--- config.mk ---
export PLATFORM = sky130hd
export DESIGN_NAME = video_sync_decoder
export DESIGN_NICKNAME = d
export VERILOG_FILES = /design/src/rtl/video_sync_decoder.sv
export SDC_FILE = /design/constraint.sdc
export NUM_CORES = 1
export LEC_CHECK = 0
export CELL_PAD_IN_SITES_DETAIL_PLACEMENT = 1
export CELL_PAD_IN_SITES_GLOBAL_PLACEMENT = 1
export CORE_MARGIN = 2
export CORE_UTILIZATION = 42
export CTS_BUF_LIST = sky130_fd_sc_hd__clkbuf_4 sky130_fd_sc_hd__clkbuf_8
export DETAILED_ROUTE_END_ITERATION = 10
export PLACE_DENSITY_LB_ADDON = 0.1
export SYNTH_ARGS = -nofsm -noshare
export SYNTH_HDL_FRONTEND = slang
export SYNTH_SLANG_ARGS = --single-unit
--- constraint.sdc ---
create_clock -name clock_i -period 4.5 [get_ports clock_i]
set_input_delay 1.125 -clock clock_i [delete_from_list [all_inputs] [get_ports clock_i]]
set_output_delay 1.125 -clock clock_i [all_outputs]
set_load 0.05 [all_outputs]
--- src/rtl/video_sync_decoder.sv ---
// Video sync decoder: recovers pixel/line position and period measurements
// from asynchronous active-low H/V sync pulses, and tracks line-timing lock.
module video_sync_decoder #(
    parameter int unsigned H_ACTIVE_START = 76,
    parameter int unsigned H_PIXELS       = 320,
    parameter int unsigned V_ACTIVE_START = 19,
    parameter int unsigned V_PIXELS       = 240,
    parameter int unsigned H_TOL          = 2,
    parameter int unsigned LOCK_LINES     = 4,
    localparam int unsigned CNT_W         = 9
) (
    input  logic             clock_i,
    input  logic             reset_n_i,
    input  logic             pixel_en_i,
    input  logic             h_sync_i,
    input  logic             v_sync_i,
    output logic [CNT_W-1:0] h_counter_o,
    output logic [CNT_W-1:0] v_counter_o,
    output logic [CNT_W-1:0] h_period_meas_o,
    output logic [CNT_W-1:0] v_period_meas_o,
    output logic             locked_o,
    output logic             active_o,
    output logic             frame_start_o
);

    localparam int unsigned DIFF_W  = CNT_W + 1;
    localparam int unsigned MATCH_W = 8;

    localparam logic [CNT_W-1:0]  CNT_MAX = '1;
    localparam logic [CNT_W-1:0]  CNT_ONE = CNT_W'(1);
    localparam logic [DIFF_W-1:0] TOL     = DIFF_W'(H_TOL);

    localparam logic [DIFF_W-1:0] H_LO = DIFF_W'(H_ACTIVE_START);
    localparam logic [DIFF_W-1:0] H_HI = DIFF_W'(H_ACTIVE_START + H_PIXELS);
    localparam logic [DIFF_W-1:0] V_LO = DIFF_W'(V_ACTIVE_START);
    localparam logic [DIFF_W-1:0] V_HI = DIFF_W'(V_ACTIVE_START + V_PIXELS);

    // The reference line opens a run, so a run of LOCK_LINES equal lines
    // needs LOCK_LINES-1 in-tolerance comparisons.
    localparam logic [MATCH_W-1:0] LOCK_AT =
        MATCH_W'((LOCK_LINES > 1) ? (LOCK_LINES - 1) : 1);
    localparam logic [MATCH_W-1:0] MATCH_ONE = MATCH_W'(1);

    typedef enum logic [1:0] {
        ST_SEARCH  = 2'd0,
        ST_ACQUIRE = 2'd1,
        ST_LOCKED  = 2'd2
    } state_e;

    // Synchronizer and edge-detect state
    logic h_meta_q, h_sync_q, h_prev_q;
    logic v_meta_q, v_sync_q, v_prev_q;

    // Counters and measurements
    logic [CNT_W-1:0] h_cnt_q,  h_cnt_d;
    logic [CNT_W-1:0] h_meas_q, h_meas_d;
    logic [CNT_W-1:0] v_cnt_q,  v_cnt_d;
    logic [CNT_W-1:0] v_meas_q, v_meas_d;
    logic             v_pend_q, v_pend_d;
    logic             frame_start_q, frame_start_d;

    // Lock tracking
    state_e             state_q, state_d;
    logic [MATCH_W-1:0] match_q, match_d;
    logic               locked_q;
    logic               active_q;

    // Combinational helpers
    logic                     h_edge_c;
    logic                     v_edge_c;
    logic [CNT_W-1:0]         h_period_c;
    logic signed [DIFF_W-1:0] period_diff_c;
    logic [DIFF_W-1:0]        period_mag_c;
    logic                     in_tol_c;
    logic                     timeout_c;
    logic                     h_win_c;
    logic                     v_win_c;

    // Two-flop synchronizers, clocked every cycle, idle high
    always_ff @(posedge clock_i) begin
        if (!reset_n_i) begin
            h_meta_q <= 1'b1;
            h_sync_q <= 1'b1;
            v_meta_q <= 1'b1;
            v_sync_q <= 1'b1;
        end else begin
            h_meta_q <= h_sync_i;
            h_sync_q <= h_meta_q;
            v_meta_q <= v_sync_i;
            v_sync_q <= v_meta_q;
        end
    end

    // Synchronized sync levels as seen at the previous pixel strobe
    always_ff @(posedge clock_i) begin
        if (!reset_n_i) begin
            h_prev_q <= 1'b1;
            v_prev_q <= 1'b1;
        end else if (pixel_en_i) begin
            h_prev_q <= h_sync_q;
            v_prev_q <= v_sync_q;
        end
    end

    // Falling-edge detect and line-period comparison
    always_comb begin
        h_edge_c      = pixel_en_i & h_prev_q & ~h_sync_q;
        v_edge_c      = pixel_en_i & v_prev_q & ~v_sync_q;
        h_period_c    = h_cnt_q + CNT_ONE;
        period_diff_c = $signed({1'b0, h_period_c}) - $signed({1'b0, h_meas_q});
        period_mag_c  = period_diff_c[DIFF_W-1] ? DIFF_W'(-period_diff_c)
                                                : DIFF_W'(period_diff_c);
        in_tol_c      = (period_mag_c <= TOL);
    end

    // Next-state of pixel/line counters, measurements and frame pending
    always_comb begin
        h_cnt_d       = h_cnt_q;
        h_meas_d      = h_meas_q;
        v_cnt_d       = v_cnt_q;
        v_meas_d      = v_meas_q;
        v_pend_d      = v_pend_q;
        frame_start_d = 1'b0;

        if (h_edge_c) begin
            h_cnt_d  = '0;
            h_meas_d = h_period_c;
        end else if (pixel_en_i && (h_cnt_q != CNT_MAX)) begin
            h_cnt_d = h_cnt_q + CNT_ONE;
        end

        if (h_edge_c) begin
            if (v_pend_q || v_edge_c) begin
                v_cnt_d       = '0;
                v_meas_d      = v_cnt_q + CNT_ONE;
                v_pend_d      = 1'b0;
                frame_start_d = 1'b1;
            end else if (v_cnt_q != CNT_MAX) begin
                v_cnt_d = v_cnt_q + CNT_ONE;
            end
        end else if (v_edge_c) begin
            v_pend_d = 1'b1;
        end
    end

    // Line timeout: pixel counter reaches saturation without an H edge
    always_comb begin
        timeout_c = pixel_en_i & ~h_edge_c & (h_cnt_d == CNT_MAX);
    end

    // Lock FSM next-state
    always_comb begin
        state_d = state_q;
        match_d = match_q;

        case (state_q)
            ST_SEARCH: begin
                if (h_edge_c) begin
                    state_d = ST_ACQUIRE;
                    match_d = '0;
                end
            end
            ST_ACQUIRE: begin
                if (timeout_c) begin
                    state_d = ST_SEARCH;
                    match_d = '0;
                end else if (h_edge_c) begin
                    if (!in_tol_c) begin
                        match_d = '0;
                    end else if ((match_q + MATCH_ONE) >= LOCK_AT) begin
                        state_d = ST_LOCKED;
                        match_d = '0;
                    end else begin
                        match_d = match_q + MATCH_ONE;
                    end
                end
            end
            ST_LOCKED: begin
                if (timeout_c || (h_edge_c && !in_tol_c)) begin
                    state_d = ST_SEARCH;
                    match_d = '0;
                end
            end
            default: begin
                state_d = ST_SEARCH;
                match_d = '0;
            end
        endcase
    end

    // Visible-window decode from the registered counters
    always_comb begin
        h_win_c = ({1'b0, h_cnt_q} >= H_LO) && ({1'b0, h_cnt_q} < H_HI);
        v_win_c = ({1'b0, v_cnt_q} >= V_LO) && ({1'b0, v_cnt_q} < V_HI);
    end

    // Counter, measurement and FSM registers
    always_ff @(posedge clock_i) begin
        if (!reset_n_i) begin
            h_cnt_q       <= '0;
            h_meas_q      <= '0;
            v_cnt_q       <= '0;
            v_meas_q      <= '0;
            v_pend_q      <= 1'b0;
            frame_start_q <= 1'b0;
            state_q       <= ST_SEARCH;
            match_q       <= '0;
            locked_q      <= 1'b0;
        end else begin
            h_cnt_q       <= h_cnt_d;
            h_meas_q      <= h_meas_d;
            v_cnt_q       <= v_cnt_d;
            v_meas_q      <= v_meas_d;
            v_pend_q      <= v_pend_d;
            frame_start_q <= frame_start_d;
            state_q       <= state_d;
            match_q       <= match_d;
            locked_q      <= (state_d == ST_LOCKED);
        end
    end

    // Active window flag, one clock behind the counters
    always_ff @(posedge clock_i) begin
        if (!reset_n_i) begin
            active_q <= 1'b0;
        end else begin
            active_q <= locked_q & h_win_c & v_win_c;
        end
    end

    assign h_counter_o     = h_cnt_q;
    assign v_counter_o     = v_cnt_q;
    assign h_period_meas_o = h_meas_q;
    assign v_period_meas_o = v_meas_q;
    assign locked_o        = locked_q;
    assign active_o        = active_q;
    assign frame_start_o   = frame_start_q;

endmodule

* Word level (Yosys, flattened, before mapping)
Index checks and enable logic that the tools add are counted. W data, S select, Z words.
Storage, ports and cells: output and inout bits 39, bits of input ports 5, flip-flop bits (word level) 56, word-level logic and storage cells 86
Operators by class: order comparisons 6, add/subtract/negate cells 5, bitwise gates (word level) 11, reductions and logical operators 15, mux-type cells 23, equality and inequality tests 10
Operator list (count):
- $mux W8 | 6
- $mux W9 | 4
- $pmux W8 S3 | 1
- $add A9 B1 Y9 const B | 2
- $lt A9 B9 Y1 const B | 2
- $ne A9 B9 Y1 const B | 2
- $mux W2 | 6
- $le A10 B2 Y1 const B | 1
- $mux W10 | 1
- $neg A10 Y10 | 1
- $sub A9 B9 Y10 | 1
- $eq A9 B9 Y1 const B | 1
- $ge A9 B5 Y1 const B | 1
- $ge A9 B7 Y1 const B | 1
- $add A8 B1 Y8 const B | 1
- $and A1 B1 Y1 | 8
- $ge A8 B2 Y1 const B | 1
- $reduce_and A2 Y1 | 4
- $pmux W2 S3 | 1
- $eq A2 B2 Y1 const B | 2
- $logic_and A1 B1 Y1 | 4
- $mux W1 | 4
- $ne A2 B2 Y1 const B | 2
- $reduce_bool A2 Y1 | 2
- other kinds (8) | 11

* Logic depth before layout (Yosys ltp)
depth after elaboration 11, depth in mapped cells 16, mapped depth without buffers 15

* Worst setup path before layout
Ideal clock, no wire load.
path type register to register, start point reg h_cnt_q[0] (netlist: h_counter_o[0]), end point reg state_q[0], buffers on the path 1, slack 0.617 ns, period minus slack after synthesis 3.883 ns, library setup time 0.122 ns, stages on the path, launching flop included 14, data arrival time 3.761 ns, cells stage by stage dfxtp_1 > clkbuf_1 > inv_1 > ha_1 > fa_1 > xnor2_2 > nand2_1 > or2_1 > or3_1 > a2111oi_2 > nor2_1 > a211oi_4 > nand2_2 > o311a_1
On the way: word-level cells in the longest chain between the ends 10, elaborated cells between the ends (all ways) 19, classes of those cells 3 x add/sub; 1 x order compare; 2 x eq/ne; 8 x mux; 1 x bitwise; 4 x reduce/logical
RTL lines:
- from (decl) | line 55 | logic [CNT_W-1:0] h_cnt_q, h_cnt_d;
- from (signal assigned) | line 210 | h_cnt_q <= h_cnt_d;
- $add A9 B1 Y9 (*) | line 109 | h_period_c = h_cnt_q + CNT_ONE;
- net h_period_c[0] | line 71 | logic [CNT_W-1:0] h_period_c;
- $sub A9 B9 Y10 | line 110 | period_diff_c = $signed({1'b0, h_period_c}) - $signed({1'b0, h_meas_q});
- $neg A10 Y10 | line 111 | period_mag_c = period_diff_c[DIFF_W-1] ? DIFF_W'(-period_diff_c)
- $mux W10 | line 111
- $le A10 B2 Y1 | line 113 | in_tol_c = (period_mag_c <= TOL);
- $logic_not A1 Y1 | line 179 | if (timeout_c || (h_edge_c && !in_tol_c)) begin
- $logic_and A1 B1 Y1 | line 179
- $logic_or A1 B1 Y1 | line 179
- $mux W2 | line 179
- $pmux W2 S3 (*) | line 156 | case (state_q)
- to (signal assigned) | line 216 | state_q <= state_d;
- to (decl) | line 63 | state_e state_q, state_d;
The timed path passes the listed nets; every way through them passes the cells marked *. A chain may end at the register's enable or synchronous reset.

* Worst setup path after layout
start point reg h_cnt_q[0] (netlist: h_counter_o[0]), end point reg match_q[1]
On the way: word-level cells in the longest chain between the ends 10, elaborated cells between the ends (all ways) 21, classes of those cells 3 x add/sub; 1 x order compare; 4 x eq/ne; 7 x mux; 1 x bitwise; 5 x reduce/logical
RTL lines:
- $add A9 B1 Y9 (*) | line 109
- net h_period_c[6] | line 71
- parallel branches: the longest is 9 deep, another holds $sub A9 B9 Y10
- to (signal assigned) | line 217 | match_q <= match_d;
- to (decl) | line 64 | logic [MATCH_W-1:0] match_q, match_d;
Mark *: on every way through the listed nets, which the timed path passes. The select of a mux whose other input is x is not followed.

==> reports/metrics.cfg <==
[final_layout]
register_area_mm2 = 0.00112
final_nets = 480
drive_gt1_share_pct = 5.88
multi_input_area_mm2 = 0.00212
antennaDiodeCount = 0
fill_cells = 969
final_area_mm2 = 0.00400
syn_to_final_growth_pct = 17.4

[detailed_routing]
wl_um = 9070
vias_per_cell = 5.65
drc = 0
drt-pass1-iter-count = 4
vias = 3167
drt-initial-drc-count = 61
wl_per_cell_um = 16.2
antenna_left = 0

[setup_path]
cp_cell_sequence = ha_1 -> and3_1 -> nand3_1 -> xnor2_1 -> ha_1 -> a211o_1 -> a21oi_2 -> o21ai_1 -> a2111oi_2 -> nor2_1 -> a211oi_4 -> a41oi_2 -> o22ai_1
cp-end-kind = flop
r2r_setup_slack_ps = 450
startpoint_type = flop
cp.arrival_ps = 4310
worstSetupStartpoint = h_counter_o[0]
r2r-end = match_q[1]
cpPeakStageDelay_ps = 470
cp-endpoint = match_q[1]
crit_family = compound AO/OA/AOI/OAI gates
crit_cells = 13
critPathKind = flop to flop
slowest_stage = dfxtp_2
reg2reg_depth = 13
cp_data_required_time_ps = 4750
cp_max_fo = 11
path_buf_inv = 0
r2r_start = h_counter_o[0]
crit_path_frequent_cell = ha_1

[cts]
cts_buffer_depth = 2
post_cts_buffers = 0
clk_pin_slew_worst_paths_ps = 120
cts_tree = done
clock_sinks = 56
htree_levels = 2
cts-buffers-inserted = 5
cts_resized = 0
clock_latency_ps = 330
ctsRootBufferMaster = clkbuf_8
hold_buffers = 0

[min_path]
min-delay-path-class = flop to flop

[yosys]
synth_edf_count = 0
yosysSeqAreaShare_pct = 33.0
synth_cells = 426
synth_cell_type_count = 58
synth_area_leaders = dfxtp_1 (33%), nor2_1 (6.8%), ha_1 (5.9%)
synth_area_per_cell_um2 = 7.99
synth_most_common_cell = nor2_1
yosys.area.top_type_share_pct = 33.0
yosysWarnings = 0
synth_commonest_cells = nor2_1 (62), dfxtp_1 (56), nand2_1 (40)
synth_area_mm2 = 0.00340
syn_nets = 448
synth_top_cell_by_area = dfxtp_1
synth-seq-cells = 56
synth_flop_cell = dfxtp_1
async_reset_ff_share_pct = 0

[timing]
tightest_slew_ps = 930
fin_setup_tns_ps = 0
relSlewSlack_pct = 37.8
setup_slack_ps = 447
rsz0062_at_grt = no
slew_viol_final = 0
period_share_pct = 90.1
finalSetupViolations = 0
hold_viol_final = 0
fmax_mhz = 247
final.setup_skew_ps = 12.0
period_minus_slack_ps = 4050

[floorplanning]
die_w_um = 94
initial_core_util_pct = 43.6
num_rows = 32
dieArea_mm2 = 0.00884
coreArea_mm2 = 0.00781
die_h_um = 94
io_pins = 44

[place]
hpwl_um = 6760
gp_congestion = 0.851
dpl_worst_slack_ps = 354
portBuffers = 43
dpl_cell_area_mm2 = 0.00389

[grt]
grt_use_total_pct = 21.6
grt_antenna_before_repair = 0
gr-total-overflow = 0
grt_max_degree = 33
grt_pass1_wl_um = 15300
first_global_vias = 3176

[status]
status = complete, no violations

[power]
ir_drop_uv = 168
p_per_area_mw_per_mm2 = 265
p_leak_nw = 1.45

[job]
drv_cap = 0

==> registers in the layout (all words and copies together), names as in the netlist, 2 cells and up <==
register / cells
h_counter_o: 9
h_period_meas_o: 9
v_counter_o: 9
v_period_meas_o: 9
match_q: 8
state_q: 2
==> layer usage <==
layer | global-route usage [%] | vias to the layer above | wire (µm)
met2 | 38.1 | 38 | 4570
met1 | 28.1 | 1565 | 4250
met4 | 4.11 | 0 | 51
li1 | - | 1560 | -
met5 | 0 | - | 0
met3 | 3.29 | 4 | 202
==> cells by family after synthesis <==
| logic type | share of synthesized area, % |
|---|---|
| AND/OR/NAND/NOR | 26.5 |
| AO/OA/AOI/OAI | 20.4 |
| flip-flops | 33.0 |
| buffers and inverters | 4.71 |
| XOR/XNOR | 7.43 |
| adder cells (fa/ha/maj) | 6.47 |
| multiplexers | 1.47 |
==> how the worst min path moves through the flow <==
stage | startpoint | to | cells after the start | slack (ps)
global route | h_meta_q | h_sync_q | 1 | 450
global placement | h_meta_q | h_sync_q | 1 | 390
finish | h_meta_q | h_sync_q | 1 | 430
floorplan | h_meta_q | h_sync_q | 1 | 390
CTS | h_meta_q | h_sync_q | 1 | 430
detailed placement | h_meta_q | h_sync_q | 1 | 400
==> layout by cell type, fill, tap and decap left out, drive strengths merged, types with 2 or more instances in the layout <==
master / instances
a2111oi: 4
a21oi: 25
nor3b: 3
nor2b: 5
nand2: 41
nor2: 62
o211ai: 5
dfxtp: 56
o22ai: 2
clkdlybuf4s50: 43
clkinv: 2
xor2: 9
and2: 2
a211o: 4
a211oi: 16
nand3: 17
a21o: 4
nand4b: 3
and3: 11
inv: 17
a22oi: 5
a21boi: 2
nand2b: 10
or4: 3
ha: 16
xnor2: 19
buf: 4
nor3: 10
clkbuf: 5
mux2i: 5
nand3b: 5
a31oi: 2
or3: 5
o21ai: 20
or2: 2
o21a: 2
==> per-stage QoR <==
step | hold slack (ps) | util (%) | instances | power, mW
floorplan | 386 | - | 426 | 0.698
global placement | 389 | 49.8 | 553 | 0.751
detailed placement | 401 | 49.8 | 553 | 0.756
CTS | 431 | 51.1 | 561 | 1.07
global route | 448 | 51.2 | 561 | 1.11
finish | 426 | 51.2 | 561 | 1.06
==> cell type report <==
class                   instances  area share (%)
flip-flops and latches         56            28.1
inverters                      16            1.50
repair buffers                 47            11.5
clock inverters                 3           0.846
well taps                     102            3.19
clock buffers                   5            1.72
multi-input cells             332            53.1
==> power by group <==
part           switching, mW  total (mW)  leakage (nW)  internal, mW
clock                  0.193       0.311        0.0515         0.118
sequential           0.00895       0.512         0.454         0.503
combinational          0.150       0.235         0.943        0.0850
total                  0.352        1.06          1.45         0.706
Note: power is estimated with default switching activity, not from simulation.
